<file path="src/rtl/multicycle_controller_if.sv">
// Bundle of signals between the multicycle controller and the datapath/memory.
// master: the controller (drives strobes, samples instruction fields and acks).
// slave:  the datapath/memory side.
interface multicycle_controller_if;
    // Datapath and memory status presented to the controller
    logic [5:0] opcode;
    logic [5:0] funct;
    logic       zero;
    logic       mem_ack;

    // Control outputs
    logic       pc_write;
    logic       ir_write;
    logic       reg_write;
    logic       reg_dst;
    logic       alu_src;
    logic       mem_to_reg;
    logic       mem_req;
    logic       mem_we;
    logic       syscall;
    logic       fault;
    logic [3:0] alu_op;
    logic [1:0] pc_src;
    logic [2:0] state;

    modport master (
        input  opcode, funct, zero, mem_ack,
        output pc_write, ir_write, reg_write, reg_dst, alu_src, mem_to_reg,
               mem_req, mem_we, syscall, fault, alu_op, pc_src, state
    );

    modport slave (
        output opcode, funct, zero, mem_ack,
        input  pc_write, ir_write, reg_write, reg_dst, alu_src, mem_to_reg,
               mem_req, mem_we, syscall, fault, alu_op, pc_src, state
    );
endinterface

</file>
<file path="src/rtl/multicycle_controller.sv">
// Multicycle MIPS-subset control FSM: FETCH -> DECODE -> EXEC -> [MEM] -> [WB].
// Memory accesses in FETCH/MEM wait for mem_ack with a MEM_TIMEOUT watchdog that
// parks the machine in FAULT until reset.
// Optional feature macro: PERF_COUNTERS_EN adds cycle_count / instr_count outputs.
module multicycle_controller #(
    parameter int MEM_TIMEOUT = 15
) (
    input  logic                     clk,
    input  logic                     rst_n,
    multicycle_controller_if.master  bus
`ifdef PERF_COUNTERS_EN
    ,
    output logic [31:0]              cycle_count,
    output logic [31:0]              instr_count
`endif
);

    typedef enum logic [2:0] {
        S_FETCH  = 3'd0,
        S_DECODE = 3'd1,
        S_EXEC   = 3'd2,
        S_MEM    = 3'd3,
        S_WB     = 3'd4,
        S_FAULT  = 3'd7
    } state_e;

    typedef enum logic [3:0] {
        I_ARITH,
        I_SYSCALL,
        I_LW,
        I_SW,
        I_BEQ,
        I_BNE,
        I_ADDI,
        I_J,
        I_ILLEGAL
    } instr_e;

    // ALU operation codes
    localparam logic [3:0] ALU_AND = 4'h0;
    localparam logic [3:0] ALU_OR  = 4'h1;
    localparam logic [3:0] ALU_ADD = 4'h2;
    localparam logic [3:0] ALU_SUB = 4'h6;
    localparam logic [3:0] ALU_SLT = 4'h7;

    // Last wait-count value before the watchdog fires
    localparam logic [7:0] WAIT_LAST = 8'(MEM_TIMEOUT - 1);

    state_e     state_q, state_d;
    logic [7:0] wait_cnt_q, wait_cnt_d;
    logic [5:0] opcode_q, opcode_d;
    logic [5:0] funct_q, funct_d;
    instr_e     instr;
    logic [3:0] arith_op;

    // Classify the latched instruction and pick the R-type ALU operation
    always_comb begin
        // NOTE: every signal written here gets a default first, so no latch can be inferred.
        instr    = I_ILLEGAL;
        arith_op = ALU_ADD;
        case (opcode_q)
            6'h00: begin
                case (funct_q)
                    6'h20: begin instr = I_ARITH; arith_op = ALU_ADD; end
                    6'h22: begin instr = I_ARITH; arith_op = ALU_SUB; end
                    6'h24: begin instr = I_ARITH; arith_op = ALU_AND; end
                    6'h25: begin instr = I_ARITH; arith_op = ALU_OR;  end
                    6'h2A: begin instr = I_ARITH; arith_op = ALU_SLT; end
                    6'h0C: instr = I_SYSCALL;
                    default: instr = I_ILLEGAL;
                endcase
            end
            6'h23:   instr = I_LW;
            6'h2B:   instr = I_SW;
            6'h04:   instr = I_BEQ;
            6'h05:   instr = I_BNE;
            6'h08:   instr = I_ADDI;
            6'h02:   instr = I_J;
            default: instr = I_ILLEGAL;
        endcase
    end

    // Next-state, wait counter and instruction latch
    always_comb begin
        state_d    = state_q;
        wait_cnt_d = '0;          // cleared on every state change
        opcode_d   = opcode_q;
        funct_d    = funct_q;
        case (state_q)
            S_FETCH: begin
                if (bus.mem_ack) begin
                    state_d  = S_DECODE;
                    opcode_d = bus.opcode;
                    funct_d  = bus.funct;
                end else if (wait_cnt_q == WAIT_LAST) begin
                    state_d = S_FAULT;
                end else begin
                    wait_cnt_d = wait_cnt_q + 8'd1;
                end
            end
            S_DECODE: state_d = (instr == I_ILLEGAL) ? S_FAULT : S_EXEC;
            S_EXEC: begin
                case (instr)
                    I_ARITH, I_ADDI: state_d = S_WB;
                    I_LW, I_SW:      state_d = S_MEM;
                    default:         state_d = S_FETCH;
                endcase
            end
            S_MEM: begin
                if (bus.mem_ack) begin
                    state_d = (instr == I_LW) ? S_WB : S_FETCH;
                end else if (wait_cnt_q == WAIT_LAST) begin
                    state_d = S_FAULT;
                end else begin
                    wait_cnt_d = wait_cnt_q + 8'd1;
                end
            end
            S_WB:    state_d = S_FETCH;
            S_FAULT: state_d = S_FAULT;
            default: state_d = S_FAULT;
        endcase
    end

    // State registers with synchronous active-low reset
    always_ff @(posedge clk) begin
        // NOTE: sequential state uses non-blocking assignments so all flops update together.
        if (!rst_n) begin
            state_q    <= S_FETCH;
            wait_cnt_q <= '0;
            opcode_q   <= '0;
            funct_q    <= '0;
        end else begin
            state_q    <= state_d;
            wait_cnt_q <= wait_cnt_d;
            opcode_q   <= opcode_d;
            funct_q    <= funct_d;
        end
    end

    // Output decode from state and latched instruction; everything quiet during reset
    always_comb begin
        bus.pc_write   = 1'b0;
        bus.ir_write   = 1'b0;
        bus.reg_write  = 1'b0;
        bus.reg_dst    = 1'b0;
        bus.alu_src    = 1'b0;
        bus.mem_to_reg = 1'b0;
        bus.mem_req    = 1'b0;
        bus.mem_we     = 1'b0;
        bus.syscall    = 1'b0;
        bus.fault      = 1'b0;
        bus.alu_op     = ALU_ADD;
        bus.pc_src     = 2'd0;
        bus.state      = S_FETCH;
        if (rst_n) begin
            bus.state = state_q;
            case (state_q)
                S_FETCH: begin
                    bus.mem_req = 1'b1;
                    if (bus.mem_ack) begin
                        bus.ir_write = 1'b1;
                        bus.pc_write = 1'b1;
                        bus.pc_src   = 2'd0;
                    end
                end
                S_EXEC: begin
                    case (instr)
                        I_ARITH: begin
                            bus.alu_op  = arith_op;
                            bus.alu_src = 1'b0;
                        end
                        I_ADDI, I_LW, I_SW: begin
                            bus.alu_op  = ALU_ADD;
                            bus.alu_src = 1'b1;
                        end
                        I_BEQ, I_BNE: begin
                            bus.alu_op   = ALU_SUB;
                            bus.alu_src  = 1'b0;
                            bus.pc_src   = 2'd1;
                            bus.pc_write = (instr == I_BEQ) ? bus.zero : ~bus.zero;
                        end
                        I_J: begin
                            bus.pc_write = 1'b1;
                            bus.pc_src   = 2'd2;
                        end
                        I_SYSCALL: bus.syscall = 1'b1;
                        default: ;
                    endcase
                end
                S_MEM: begin
                    // Address computation stays selected for the whole access
                    bus.mem_req = 1'b1;
                    bus.mem_we  = (instr == I_SW);
                    bus.alu_op  = ALU_ADD;
                    bus.alu_src = 1'b1;
                end
                S_WB: begin
                    bus.reg_write  = 1'b1;
                    bus.mem_to_reg = (instr == I_LW);
                    bus.reg_dst    = (instr == I_ARITH);
                end
                S_FAULT: bus.fault = 1'b1;
                default: ;
            endcase
        end
    end

`ifdef PERF_COUNTERS_EN
    logic [31:0] cycle_count_q, cycle_count_d;
    logic [31:0] instr_count_q, instr_count_d;

    // Count active cycles and instructions retiring back to FETCH
    always_comb begin
        cycle_count_d = cycle_count_q + 32'd1;
        instr_count_d = instr_count_q;
        if (state_d == S_FETCH &&
            (state_q == S_EXEC || state_q == S_MEM || state_q == S_WB)) begin
            instr_count_d = instr_count_q + 32'd1;
        end
    end

    // Performance counter registers
    always_ff @(posedge clk) begin
        if (!rst_n) begin
            cycle_count_q <= '0;
            instr_count_q <= '0;
        end else begin
            cycle_count_q <= cycle_count_d;
            instr_count_q <= instr_count_d;
        end
    end

    assign cycle_count = cycle_count_q;
    assign instr_count = instr_count_q;
`endif

endmodule

</file>
<file path="src/flat_wrapper.sv">
// flat-port wrapper written by rule: the top's interface ports become plain ports
module multicycle_controller_flat 
#(
    parameter int MEM_TIMEOUT = 15
)
  (clk, rst_n, bus_opcode, bus_funct, bus_zero, bus_mem_ack, bus_pc_write, bus_ir_write, bus_reg_write, bus_reg_dst, bus_alu_src, bus_mem_to_reg, bus_mem_req, bus_mem_we, bus_syscall, bus_fault, bus_alu_op, bus_pc_src, bus_state);
  multicycle_controller_if bus_i ();
  input  logic clk;
  input  logic rst_n;
  input wire logic [$bits(bus_i.opcode)-1:0] bus_opcode;
  input wire logic [$bits(bus_i.funct)-1:0] bus_funct;
  input wire logic [$bits(bus_i.zero)-1:0] bus_zero;
  input wire logic [$bits(bus_i.mem_ack)-1:0] bus_mem_ack;
  output wire logic [$bits(bus_i.pc_write)-1:0] bus_pc_write;
  output wire logic [$bits(bus_i.ir_write)-1:0] bus_ir_write;
  output wire logic [$bits(bus_i.reg_write)-1:0] bus_reg_write;
  output wire logic [$bits(bus_i.reg_dst)-1:0] bus_reg_dst;
  output wire logic [$bits(bus_i.alu_src)-1:0] bus_alu_src;
  output wire logic [$bits(bus_i.mem_to_reg)-1:0] bus_mem_to_reg;
  output wire logic [$bits(bus_i.mem_req)-1:0] bus_mem_req;
  output wire logic [$bits(bus_i.mem_we)-1:0] bus_mem_we;
  output wire logic [$bits(bus_i.syscall)-1:0] bus_syscall;
  output wire logic [$bits(bus_i.fault)-1:0] bus_fault;
  output wire logic [$bits(bus_i.alu_op)-1:0] bus_alu_op;
  output wire logic [$bits(bus_i.pc_src)-1:0] bus_pc_src;
  output wire logic [$bits(bus_i.state)-1:0] bus_state;
  assign bus_i.opcode = bus_opcode;
  assign bus_i.funct = bus_funct;
  assign bus_i.zero = bus_zero;
  assign bus_i.mem_ack = bus_mem_ack;
  assign bus_pc_write = bus_i.pc_write;
  assign bus_ir_write = bus_i.ir_write;
  assign bus_reg_write = bus_i.reg_write;
  assign bus_reg_dst = bus_i.reg_dst;
  assign bus_alu_src = bus_i.alu_src;
  assign bus_mem_to_reg = bus_i.mem_to_reg;
  assign bus_mem_req = bus_i.mem_req;
  assign bus_mem_we = bus_i.mem_we;
  assign bus_syscall = bus_i.syscall;
  assign bus_fault = bus_i.fault;
  assign bus_alu_op = bus_i.alu_op;
  assign bus_pc_src = bus_i.pc_src;
  assign bus_state = bus_i.state;
  multicycle_controller #(.MEM_TIMEOUT(MEM_TIMEOUT)) u_core (.clk(clk), .rst_n(rst_n), .bus(bus_i));
endmodule
</file>
<file path="config.mk">
export PLATFORM = sky130hd
export DESIGN_NAME = multicycle_controller_flat
export DESIGN_NICKNAME = d
export VERILOG_FILES = /design/src/rtl/multicycle_controller_if.sv /design/src/rtl/multicycle_controller.sv /design/src/flat_wrapper.sv
export SDC_FILE = /design/constraint.sdc
export NUM_CORES = 1
export LEC_CHECK = 0
export ABC_AREA = 1
export BUFFER_PORTS_ARGS = -buffer_cell sky130_fd_sc_hd__clkbuf_2
export CORE_ASPECT_RATIO = 1.25
export CORE_MARGIN = 1
export CORE_UTILIZATION = 30
export DETAILED_ROUTE_END_ITERATION = 12
export PLACE_DENSITY = 0.45
export SYNTH_ARGS = -nofsm -noshare
export SYNTH_HDL_FRONTEND = slang
export SYNTH_SLANG_ARGS = --single-unit
</file>
<file path="constraint.sdc">
create_clock -name clk -period 1.9 [get_ports clk]
set_clock_uncertainty 0.15 [all_clocks]
set_input_delay 0.19 -clock clk [delete_from_list [all_inputs] [get_ports clk]]
set_output_delay 0.19 -clock clk [all_outputs]
set_load 0.05 [all_outputs]
</file>
Word level (Yosys, flattened, before mapping)
Index checks and enable logic that the tools add are counted.

word-level totals
  flip-flop bits (word level) = 23
  input bits = 16
  output and inout port bits = 19
  word-level logic and storage cells = 88

cells by class
  add/subtract/negate cells = 1
  equality and inequality tests = 26
  mux-type cells = 43
  bitwise gates (word level) = 3
  reduce and logical (&&, ||, !) cells = 11

operator list
  kind                 number
  $eq 6x6->1 const B   7
  $pmux 4 s7           1
  $mux 1               22
  $mux 3               6
  $eq 4x3->1 const B   4
  $pmux 4 s2           2
  $pmux 3 s5           1
  $eq 6x3->1 const B   2
  $eq 6x4->1 const B   2
  $mux 4               3
  $pmux 3 s4           1
  $add 8x1->8 const B  1
  $eq 4x2->1 const B   2
  $eq 8x4->1 const B   1
  $reduce_or 2->1      4
  $eq 3x2->1 const B   2
  $eq 3x3->1 const B   2
  $eq 6x2->1 const B   1
  $logic_not 6->1      1
  $pmux 1 s2           3
  $pmux 3 s2           1
  $reduce_or 5->1      1
  $eq 4x1->1 const B   1
  $eq 4x4->1 const B   1
  9 further kinds      12

Longest topological paths before layout
Gate-level depths: netlist (run 1).

  depth after elaboration = 9
  gate-level depth with buffers = 12
  mapped depth without buffers = 12

Worst setup path before layout (run 1)
OpenSTA, ideal clock, no wires.

  kind = reg-to-output
  start point = register u_core.state_q[2]
  end point = output port bus_reg_dst
  data arrival time = 2.525 ns
  path slack = -0.965 ns
  stages on the path, launching flop included = 5
  path buffers = 0
  cells stage by stage = dfxtp_1 > nand2_1 > nor2_1 > inv_1 > nor3_1

on the way
  cells in the longest elaborated chain, start to end = 3

ends and longest elaborated chain
  element                   line                          source
  start: declaration        multicycle_controller.sv:49   state_e state_q, state_d;
  start signal: assignment  multicycle_controller.sv:133  state_q <= state_d;
  $eq 3x3->1                multicycle_controller.sv:157  case (state_q)
  $mux 1                    multicycle_controller.sv:157
  $mux 1                    multicycle_controller.sv:155  if (rst_n) begin
  end: declaration          flat_wrapper.sv:17            output wire logic [$bits(bus_i.reg_dst)-1:0] bus_reg_dst;

No other way between the ends.

Final worst setup path (run 1)
  start point = register u_core.opcode_q[4]
  end point = output port bus_alu_op[0]

on the way
  cells in the longest elaborated chain, start to end = 7
  elaborated cells between the ends (all ways) = 16
  those cells by class = eq/ne: 8; mux: 5; reduce/logical: 3

ends and longest elaborated chain
  element                                   line                          source
  start: declaration                        multicycle_controller.sv:51   logic [5:0] opcode_q, opcode_d;
  start signal: assignment                  multicycle_controller.sv:135  opcode_q <= opcode_d;
  $eq 6x2->1, or another cell as far along  multicycle_controller.sv:61   case (opcode_q)
  $pmux 4 s7                                multicycle_controller.sv:61
  $eq 4x3->1                                multicycle_controller.sv:167  case (instr)
  $reduce_or 2->1                           multicycle_controller.sv:167
  $pmux 4 s2 (*)                            multicycle_controller.sv:167
  $mux 4 (*)                                multicycle_controller.sv:157
  $mux 4 (*)                                multicycle_controller.sv:155
  end: declaration                          flat_wrapper.sv:24            output wire logic [$bits(bus_i.alu_op)-1:0] bus_alu_op;

Every way passes the cells marked *; elsewhere a longest branch is shown, timed or not.

==> run_results.csv, run 1 <==
group,metric,value,unit
cts,cts_inserted_buffers,3,
worst_setup_path,crit_family,"simple AND/OR/NAND/NOR gates",
outcome,outcome,"complete, but fails checks",
synth,yosys.area.top_type_share,29.6,%
grt,grt_max_degree,13,
routing,vias,1593,
grt,busiest_layer,"met2",
synth,ys_seq_area_share,29.6,%
grt,grt_usage,16.3,%
placed_design,port_buffers,33,
timing,grt_setup_unrepaired,"true",
timing,setup_tns,-1230,ps
timing,hold_viol,0,
worst_setup_path,worstReg2RegEnd,"u_core.state_q[2]",
timing,fin_crit_sh,114,%
worst_setup_path,crit_end,"bus_alu_op[0]",
routing,drtIter0Drc,69,
grt,antenna_found_initial,0,
timing,min_period,2160,ps
outcome,violations,"negative setup slack",
worst_setup_path,max_stage_delay,350,ps
cts,htreeDepth,1,
placed_design,dpl-instance-area,0.00203,mm^2
cells_and_area,antenna-diode-count,0,
synth,synth-seq-cells,23,
cts,clock_path_buffers,2,
synth,synth_area_leaders,"dfxtp_1 30%, inv_1 8.2%, nand2_1 8.2%, nor2_4 6.5%, nor2_1 5.8%",
pwr,ir_drop,486,uV
floorplanning,die_w,66.5,um
worst_setup_path,cp_num_buf_inv,1,
worst_setup_path,slowest_stage,"dfxtp_2",
synth,ys_warn_count,0,
placed_design,gp_congestion,0.780,
run,maxCapViolCount,0,
worst_setup_path,end_kind,"output port",
synth,synth_common_cells,"34 x inv_1, 34 x nand2_1, 24 x nor2_1",
cts,cts_tree,"done",
cells_and_area,final_area,0.00230,mm^2
floorplanning,start_util,32.0,%
worst_setup_path,path_depth,8,
floorplanning,fp.dieArea,0.00549,mm^2
worst_setup_path,cp.required,1560,ps
routing,wire_per_inst,11.4,um
worst_hold_path,hold_path_class,"primary input to flip-flop",
grt,grt_use_met3,1.65,%
cells_and_area,multiInputGateArea,0.00108,mm^2
placed_design,dp_cells,336,
synth,netlist_area,0.00156,mm^2
cells_and_area,final_net_count,305,
synth,synth_largest_area_cell,"dfxtp_1",
synth,netlist-cell-type-count,29,
synth,syn_inst,227,
worst_setup_path,cp_common_cell,"nand3_4",
routing,drt-pass1-iter-count,4,
synth,synth_nets,245,
worst_setup_path,rr_worst_depth,11,
routing,drc,0,
floorplanning,coreArea,0.00487,mm^2
worst_setup_path,cp_cell_sequence,"nor2_4 > nand3_4 > nand2_2 > nand3_4 > nor2_4 > nand3_4 > o21ai_4 > buf_12",
floorplanning,rows,28,
grt,grt.met2_usage,30.1,%
timing,finalSetupViolations,9,
pwr,p_leak,0.00102,uW
timing,finalMaxSlewViolations,0,
worst_setup_path,crit_path_start,"u_core.opcode_q[4]",
grt,overflow,0,
pwr,pwr_density_cell,1300,mW/mm^2
worst_setup_path,critPathLaunchType,"flip-flop",
synth,syn_avg_cell_area,6.86,um^2
cells_and_area,areaGrowthSynthToFinish,47.6,%
cts,cts-root-buf,"clkbuf_8",
floorplanning,io_pins,35,
cells_and_area,drive_above_1_share,49.0,%
worst_setup_path,cp.arrival,1820,ps
worst_setup_path,critPathMaxFanout,6,
cells_and_area,regArea,478,um^2
worst_setup_path,ff2ff_setup_slack,230,ps
worst_setup_path,r2r-start,"u_core.opcode_q[4]",
synth,async_reset_ff_share,0,%
placed_design,hpwl,3300,um
routing,totalWireLength,3950,um
routing,antenna_left,0,
floorplanning,die_y,82.6,um
synth,synthFlopType,"dfxtp_1",
cts,cts.sinks,23,
worst_setup_path,crit_type,"flip-flop to output port",
routing,viasPerCell,4.60,
timing,fin_ws,-260,ps
grt,grtUsageMet1,19.7,%
cts,clkTransAtPathRegs,80,ps
cells_and_area,fillers,506,
timing,fmax,463,MHz
grt,grt_pass1_wl,6750,um
synth,synth_edf_count,0,
cts,hold_buffers,0,
cts,clkLatencyLatePin,270,ps
grt,grt_pass1_vias,1516,
cells_and_area,fin_cells,346,
[metrics by stage]
step                hold slack [ps]  power [uW]  util [%]  worst slack, ps
floorplan                       178        1900         -             -130
CTS                            29.5        2840      44.7             -265
finish                         27.3        2990      47.2             -260
detailed placement              297        2440      41.6            -13.8
global placement                300        2450      41.6            -1.60
global route                   55.3        3220      47.2             -391
[per-layer routing]
layer	share of wire, %	wire length [um]	vias up
li1	-	-	850
met1	47	1840	704
met2	49	1930	34
met3	3.2	128	5
met4	1.2	49	0
met5	0	0	-
[repair_timing]
action	in CTS	in global routing
resized for setup	31	38
pin swaps	3	11
endpoints found under the setup margin	13	13
cloned	0	0
buffers inserted	2	4
[power by group]
part	switching, uW	internal [uW]	total (uW)
Combinational	1160	766	1920
Clock	166	150	316
Sequential	130	618	748
[placed cells by master, fill, tap and decap left out, types with 2 or more instances in the layout]
cell	count
inv_2	12
ha_1	2
dfxtp_2	11
buf_6	3
nor3_4	4
nand4_1	4
nand3_2	4
xnor2_1	2
buf_4	28
inv_1	29
nand3_4	4
nor3_1	4
nor2_4	17
nand2_2	9
nand2_1	32
nand3_1	15
clkbuf_2	20
o21ai_0	10
nor3b_2	2
nor2_2	10
dfxtp_1	11
clkbuf_8	4
a21oi_1	16
nor2_1	14
buf_8	6
[tightest hold or removal path, cell delays in order]
cell	delay (ps)
clkbuf_2	90
nand3_1	70
a21oi_1	60
[how the worst min path moves through the flow]
| stage | start | cells past startpoint | endpoint | slack (ps) |
|---|---|---|---|---|
| floorplan | rst_n | 2 | u_core.funct_q[3] | 180 |
| global placement | u_core.wait_cnt_q[0] | 1 | u_core.wait_cnt_q[0] | 300 |
| detailed placement | u_core.wait_cnt_q[0] | 1 | u_core.wait_cnt_q[0] | 300 |
| CTS | bus_opcode[4] | 3 | u_core.opcode_q[4] | 30 |
| global route | bus_opcode[0] | 3 | u_core.opcode_q[0] | 60 |
| finish | bus_opcode[4] | 3 | u_core.opcode_q[4] | 30 |
[sequential cells by signal (all words and copies together), names as in the netlist]
name	flops
u_core.opcode_q	6
u_core.funct_q	6
u_core.wait_cnt_q	8
u_core.state_q	3
[cell type report]
cell class,instances,share of cell area (%)
multi-input combinational,159,47.0
sequential,23,20.8
timing repair buffer,59,20.3
inverter,41,6.69
tap,60,3.26
clock buffer,4,1.96
[cells by family after synthesis]
| family | synth area share, % |
|---|---|
| AOI/OAI and AO/OA | 10.8 |
| other | 0.241 |
| adders and majority gates | 1.61 |
| xor gates and xnor gates | 1.69 |
| and+or+nand+nor | 44.4 |
| DFF | 29.6 |
| buffers and inverters | 11.6 |
Note: power is estimated with default switching activity, not from simulation.
==> run 2, diff against run 1 <==
--- a/config.mk
+++ b/config.mk
@@ -11,6 +11,7 @@
 export CORE_MARGIN = 1
 export CORE_UTILIZATION = 30
 export DETAILED_ROUTE_END_ITERATION = 12
+export HOLD_SLACK_MARGIN = 0.12
 export PLACE_DENSITY = 0.45
 export SYNTH_ARGS = -nofsm -noshare
 export SYNTH_HDL_FRONTEND = slang
==> run_results.csv, run 2 (same netlist as run 1, synthesis figures left out) <==
group,metric,value,unit
cells_and_area,final_common_cell,"nand2_1",
timing,fin_ws,-256,ps
placed_design,gp_congestion,0.780,
routing,antenna_left,0,
cells_and_area,drive_above_1_share,45.6,%
cells_and_area,top_register,"u_core.wait_cnt_q",
timing,finalMaxSlewViolations,0,
cts,cts_tree,"done",
timing,grt_setup_unrepaired,"true",
cells_and_area,antenna-diode-count,0,
placed_design,port_buffers,33,
worst_setup_path,cp.arrival,1820,ps
routing,wire_per_inst,11.4,um
floorplanning,io_pins,35,
grt,antenna_found_initial,0,
timing,hold_viol,0,
cts,cts.sinks,23,
routing,drtIter0Drc,64,
pwr,pwr_density_cell,1240,mW/mm^2
floorplanning,rows,28,
worst_setup_path,critPathMaxFanout,4,
timing,finalSetupViolations,9,
cts,clock_path_buffers,2,
routing,totalWireLength,4080,um
cells_and_area,biggestRegsByFlops,"u_core.wait_cnt_q: 8 flops, u_core.funct_q: 6 flops, u_core.opcode_q: 6 flops",
cells_and_area,fin_cells,358,
worst_setup_path,end_kind,"output port",
routing,drt-pass1-iter-count,4,
grt,overflow,0,
grt,grt_max_degree,13,
timing,min_period,2160,ps
cells_and_area,fillers,495,
worst_setup_path,cp.required,1560,ps
cells_and_area,areaGrowthSynthToFinish,54.9,%
outcome,outcome,"complete, but fails checks",
worst_setup_path,crit_type,"flip-flop to output port",
grt,grt_pass1_wl,7000,um
cts,cts_inserted_buffers,3,
placed_design,dp_cells,336,
placed_design,hpwl,3300,um
grt,grt_usage,16.9,%
pwr,p_total,3000,uW
floorplanning,start_util,32.0,%
timing,fmax,464,MHz
cells_and_area,final_cell_mix,"33 x nand2_1, 29 x inv_1, 26 x buf_4",
floorplanning,die_y,82.6,um
floorplanning,coreArea,0.00487,mm^2
worst_setup_path,ff2ff_setup_slack,250,ps
routing,drc,0,
floorplanning,fp.dieArea,0.00549,mm^2
cts,clkTransAtPathRegs,90,ps
cells_and_area,largest_reg_flops,8,
cells_and_area,final_net_count,317,
timing,fin_crit_sh,113,%
pwr,p_leak,0.00107,uW
worst_hold_path,hold_path_class,"primary input to flip-flop",
cells_and_area,fin_util,49.5,%
grt,grt_pass1_vias,1597,
pwr,ir_drop,487,uV
run,maxCapViolCount,0,
cts,cts-root-buf,"clkbuf_8",
routing,vias,1629,
cts,htreeDepth,1,
outcome,violations,"negative setup slack",
worst_setup_path,critPathLaunchType,"flip-flop",
cts,clkLatencyLatePin,270,ps
routing,viasPerCell,4.55,
floorplanning,die_w,66.5,um
## run 2: cell count changes in the layout (fill, tap and decap cells not counted), sizes merged
cell,previous run,this run
clkbuf,25,27
buf,38,35
dlygate4sd3,0,13
## run 2: cell type report
class	count	area (um^2)	share of cell area, %
clock buffers	4	45.0	1.87
inverters	41	154	6.38
well taps	60	75.1	3.11
repair buffers	71	593	24.6
multi-input cells	159	1070	44.3
flip-flops and latches	23	477	19.8
## run 2: worst paths after layout
path                                           start                    to  depth (start not counted)
worst min-delay path                     bus_mem_ack    u_core.opcode_q[4]                          3
worst min register to register  u_core.wait_cnt_q[0]  u_core.wait_cnt_q[0]                          1
worst max-delay path              u_core.opcode_q[1]         bus_alu_op[0]                          9
worst max register to register     u_core.state_q[1]  u_core.wait_cnt_q[7]                          9
## run 2: per-stage QoR
stage               TNS (ps)  setup WS [ps]  hold WS [ps]  cell area (um^2)
floorplan               -456           -130           178              1650
global placement       -1.75          -1.60           300              2030
detailed placement     -27.5          -13.8           297              2030
CTS                    -1600           -265           121              2310
global route           -2390           -394           168              2410
finish                 -1270           -256           157              2410
## run 2: repair_timing
action                     in CTS  in global routing
setup endpoints to repair      13                 13
pin swaps                       3                  9
resized for setup              31                 33
hold endpoints to repair       14                  0
setup buffers                   2                  3
hold buffers                   13                  0
cloned                          0                  0
## run 2: worst max-delay path: stages, from the launching register on
cell,delay [ps]
dfxtp_1,390
nor2_2,80
nand3_1,100
nand2_2,110
nor2_4,130
nand3b_2,120
nor2_4,170
nand3_4,110
o21ai_4,180
buf_12,150
## run 2: per-layer routing
layer | share of wire [%] | GRT usage, % | wire [um]
met1 | 46 | 19.8 | 1890
met2 | 50 | 32.1 | 2050
met3 | 2.2 | 1.65 | 89
met4 | 1.2 | 4.47 | 49
met5 | 0 | 0 | 0
## run 2: power breakdown
group | leakage, uW | total, uW | internal [uW] | switching (uW)
Sequential | 0.000193 | 747 | 617 | 131
Combinational | 0.000860 | 1940 | 783 | 1150
Clock | 0.0000228 | 315 | 150 | 165
==> run 3, diff against run 2 <==
--- a/config.mk
+++ b/config.mk
@@ -10,6 +10,7 @@
 export CORE_ASPECT_RATIO = 1.25
 export CORE_MARGIN = 1
 export CORE_UTILIZATION = 30
+export CTS_CLUSTER_SIZE = 10
 export DETAILED_ROUTE_END_ITERATION = 12
 export HOLD_SLACK_MARGIN = 0.12
 export PLACE_DENSITY = 0.45
==> constraint.sdc (replaced) <==
create_clock -name clk -period 2.5 [get_ports clk]
set_clock_uncertainty 0.15 [all_clocks]
set_input_delay 0.25 -clock clk [delete_from_list [all_inputs] [get_ports clk]]
set_output_delay 0.25 -clock clk [all_outputs]
set_load 0.05 [all_outputs]
==> run_results.csv, run 3 (same netlist as run 1, synthesis figures left out) <==
group,metric,value,unit
cells_and_area,drive_above_1_share,30.8,%
cts,cts.sinks,23,
worst_hold_path,hold_path_class,"primary input to flip-flop",
worst_hold_path,min_path_cells,3,
cts,clkLatencyLatePin,270,ps
routing,totalWireLength,3820,um
floorplanning,fp.dieArea,0.00549,mm^2
timing,hold_viol,0,
outcome,outcome,"finished clean",
worst_setup_path,crit_family,"simple AND/OR/NAND/NOR gates",
cells_and_area,antenna-diode-count,0,
floorplanning,die_y,82.6,um
cells_and_area,fillers,535,
cells_and_area,biggestRegsByFlops,"u_core.wait_cnt_q: 8 flops, u_core.funct_q: 6 flops, u_core.opcode_q: 6 flops",
cells_and_area,largest_reg_flops,8,
placed_design,port_buffers,33,
cells_and_area,top_register,"u_core.wait_cnt_q",
routing,drtIter0Drc,41,
worst_setup_path,cp.arrival,1930,ps
grt,grt_usage,15.5,%
routing,drt-pass1-iter-count,4,
cts,cts_inserted_buffers,3,
worst_setup_path,ff2ff_setup_slack,830,ps
cts,clock_path_buffers,2,
pwr,pwr_density_cell,934,mW/mm^2
timing,min_period,2330,ps
worst_hold_path,hp-start,"bus_opcode[5]",
floorplanning,die_w,66.5,um
cts,cts-resized-gates,0,
grt,grt_max_degree,17,
worst_setup_path,rr_worst_depth,7,
cells_and_area,final_area,0.00196,mm^2
worst_setup_path,cp.required,2100,ps
timing,finalMaxSlewViolations,0,
floorplanning,coreArea,0.00487,mm^2
pwr,ir_drop,330,uV
cts,clkTransAtPathRegs,100,ps
routing,antenna_left,0,
timing,fmax,430,MHz
pwr,p_leak,0.000890,uW
cts,cts-root-buf,"clkbuf_8",
floorplanning,start_util,32.0,%
worst_setup_path,slowest_stage,"dfxtp_1",
routing,vias,1501,
worst_setup_path,cp_num_buf_inv,2,
placed_design,hpwl,3080,um
placed_design,dpl-instance-area,0.00180,mm^2
routing,viasPerCell,4.51,
grt,grt_pass1_vias,1457,
worst_hold_path,min_to,"u_core.opcode_q[5]",
worst_setup_path,max_stage_delay,410,ps
routing,wire_per_inst,11.5,um
cts,htreeDepth,1,
cells_and_area,final_cell_mix,"34 x nand2_1, 34 x inv_1, 33 x clkbuf_2",
worst_setup_path,r2r-start,"u_core.state_q[0]",
worst_setup_path,critPathLaunchType,"flip-flop",
timing,whs,109,ps
worst_setup_path,critPathMaxFanout,6,
cts,cts_tree,"done",
routing,drc,0,
grt,antenna_found_initial,0,
grt,grt_pass1_wl,6430,um
worst_setup_path,crit_type,"flip-flop to output port",
worst_setup_path,cp_common_cell,"nor2_4",
worst_setup_path,worstReg2RegEnd,"u_core.opcode_q[1]",
cells_and_area,areaGrowthSynthToFinish,25.9,%
floorplanning,io_pins,35,
timing,fin_crit_sh,93.1,%
floorplanning,rows,28,
timing,grt_setup_unrepaired,"false",
cells_and_area,final_net_count,292,
worst_setup_path,cp_cell_sequence,"nor2_4 > nand3_1 > inv_1 > nor2_2 > nand3_4 > nor2_4 > nand3_2 > o21ai_2 > clkbuf_2",
worst_setup_path,end_kind,"output port",
timing,finalSetupViolations,0,
grt,overflow,0,
placed_design,gp_congestion,0.756,
run,maxCapViolCount,0,
==> run 3: cell types whose count changed in the layout (fill, tap and decap cells not counted), moves of 3 or more <==
cell / change
buf_4: -24
buf_8: -6
clkbuf_2: +13
dfxtp_1: +11
dfxtp_2: -10
inv_1: +5
inv_2: -5
nor2_1: +9
nor2_4: -7
nor3_4: -3
==> run 3: metrics by stage <==
step	setup TNS [ps]	instances	worst slack (ps)	util, %	total power, uW
2_1_floorplan	-55.0	227	-32.8	-	1390
3_3_place_gp	0	318	468	37.0	1600
3_5_place_dp	0	318	471	37.0	1600
4_1_cts	0	333	153	40.3	1860
5_1_grt	0	333	17.3	40.3	2010
6_report	0	333	173	40.3	1830
==> run 3: layer usage <==
| layer | wire length (um) | part of all wire (%) | GRT usage [%] | up-vias |
|---|---|---|---|---|
| li1 | - | - | - | 818 |
| met1 | 1590 | 41 | 16.7 | 663 |
| met2 | 2140 | 56 | 31.2 | 18 |
| met3 | 77 | 2.0 | 2.06 | 2 |
| met4 | 22 | 0.58 | 3.19 | 0 |
| met5 | 0 | 0 | 0 | - |
==> run 3: area by class of cell <==
class / instances / area (um^2) / share of cell area (%)
Sequential cell: 23 / 460 / 23.5
Multi-Input combinational cell: 159 / 932 / 47.5
Clock buffer: 3 / 41.3 / 2.11
Tap cell: 60 / 75.1 / 3.83
Timing Repair Buffer: 46 / 290 / 14.8
Inverter: 41 / 154 / 7.85
Clock inverter: 1 / 7.51 / 0.383
==> run 3: where the power goes <==
part           internal [uW]  total (uW)  switching, uW
Clock                    113         247            134
Combinational            316        1030            715
Sequential               454         554            100
Total                    883        1830            949
==> run 3: worst max path at each step <==
stage | cells after the start | from | endpoint | slack, ps
3_3_place_gp | 9 | u_core.opcode_q[4] | bus_alu_op[0] | 470
4_1_cts | 9 | u_core.opcode_q[4] | bus_alu_op[0] | 150
3_5_place_dp | 9 | u_core.opcode_q[4] | bus_alu_op[0] | 470
2_1_floorplan | 4 | u_core.state_q[2] | bus_reg_dst | -30
6_report | 9 | u_core.opcode_q[4] | bus_alu_op[0] | 170
5_1_grt | 10 | u_core.opcode_q[2] | bus_alu_op[0] | 20
==> run 3: timing repair <==
action,4_1_cts,5_1_grt
hold buffers,11,0
hold endpoints to repair,11,0
setup buffers,0,0
==> run 3: worst reg2reg max path, delay by kind of cell, from the launching register on <==
family | cells | cell delay, ps
AO/OA/AOI/OAI | 2 | 230
buffers and inverters | 2 | 350
flip-flops | 1 | 400
AND/OR/NAND/NOR | 3 | 460
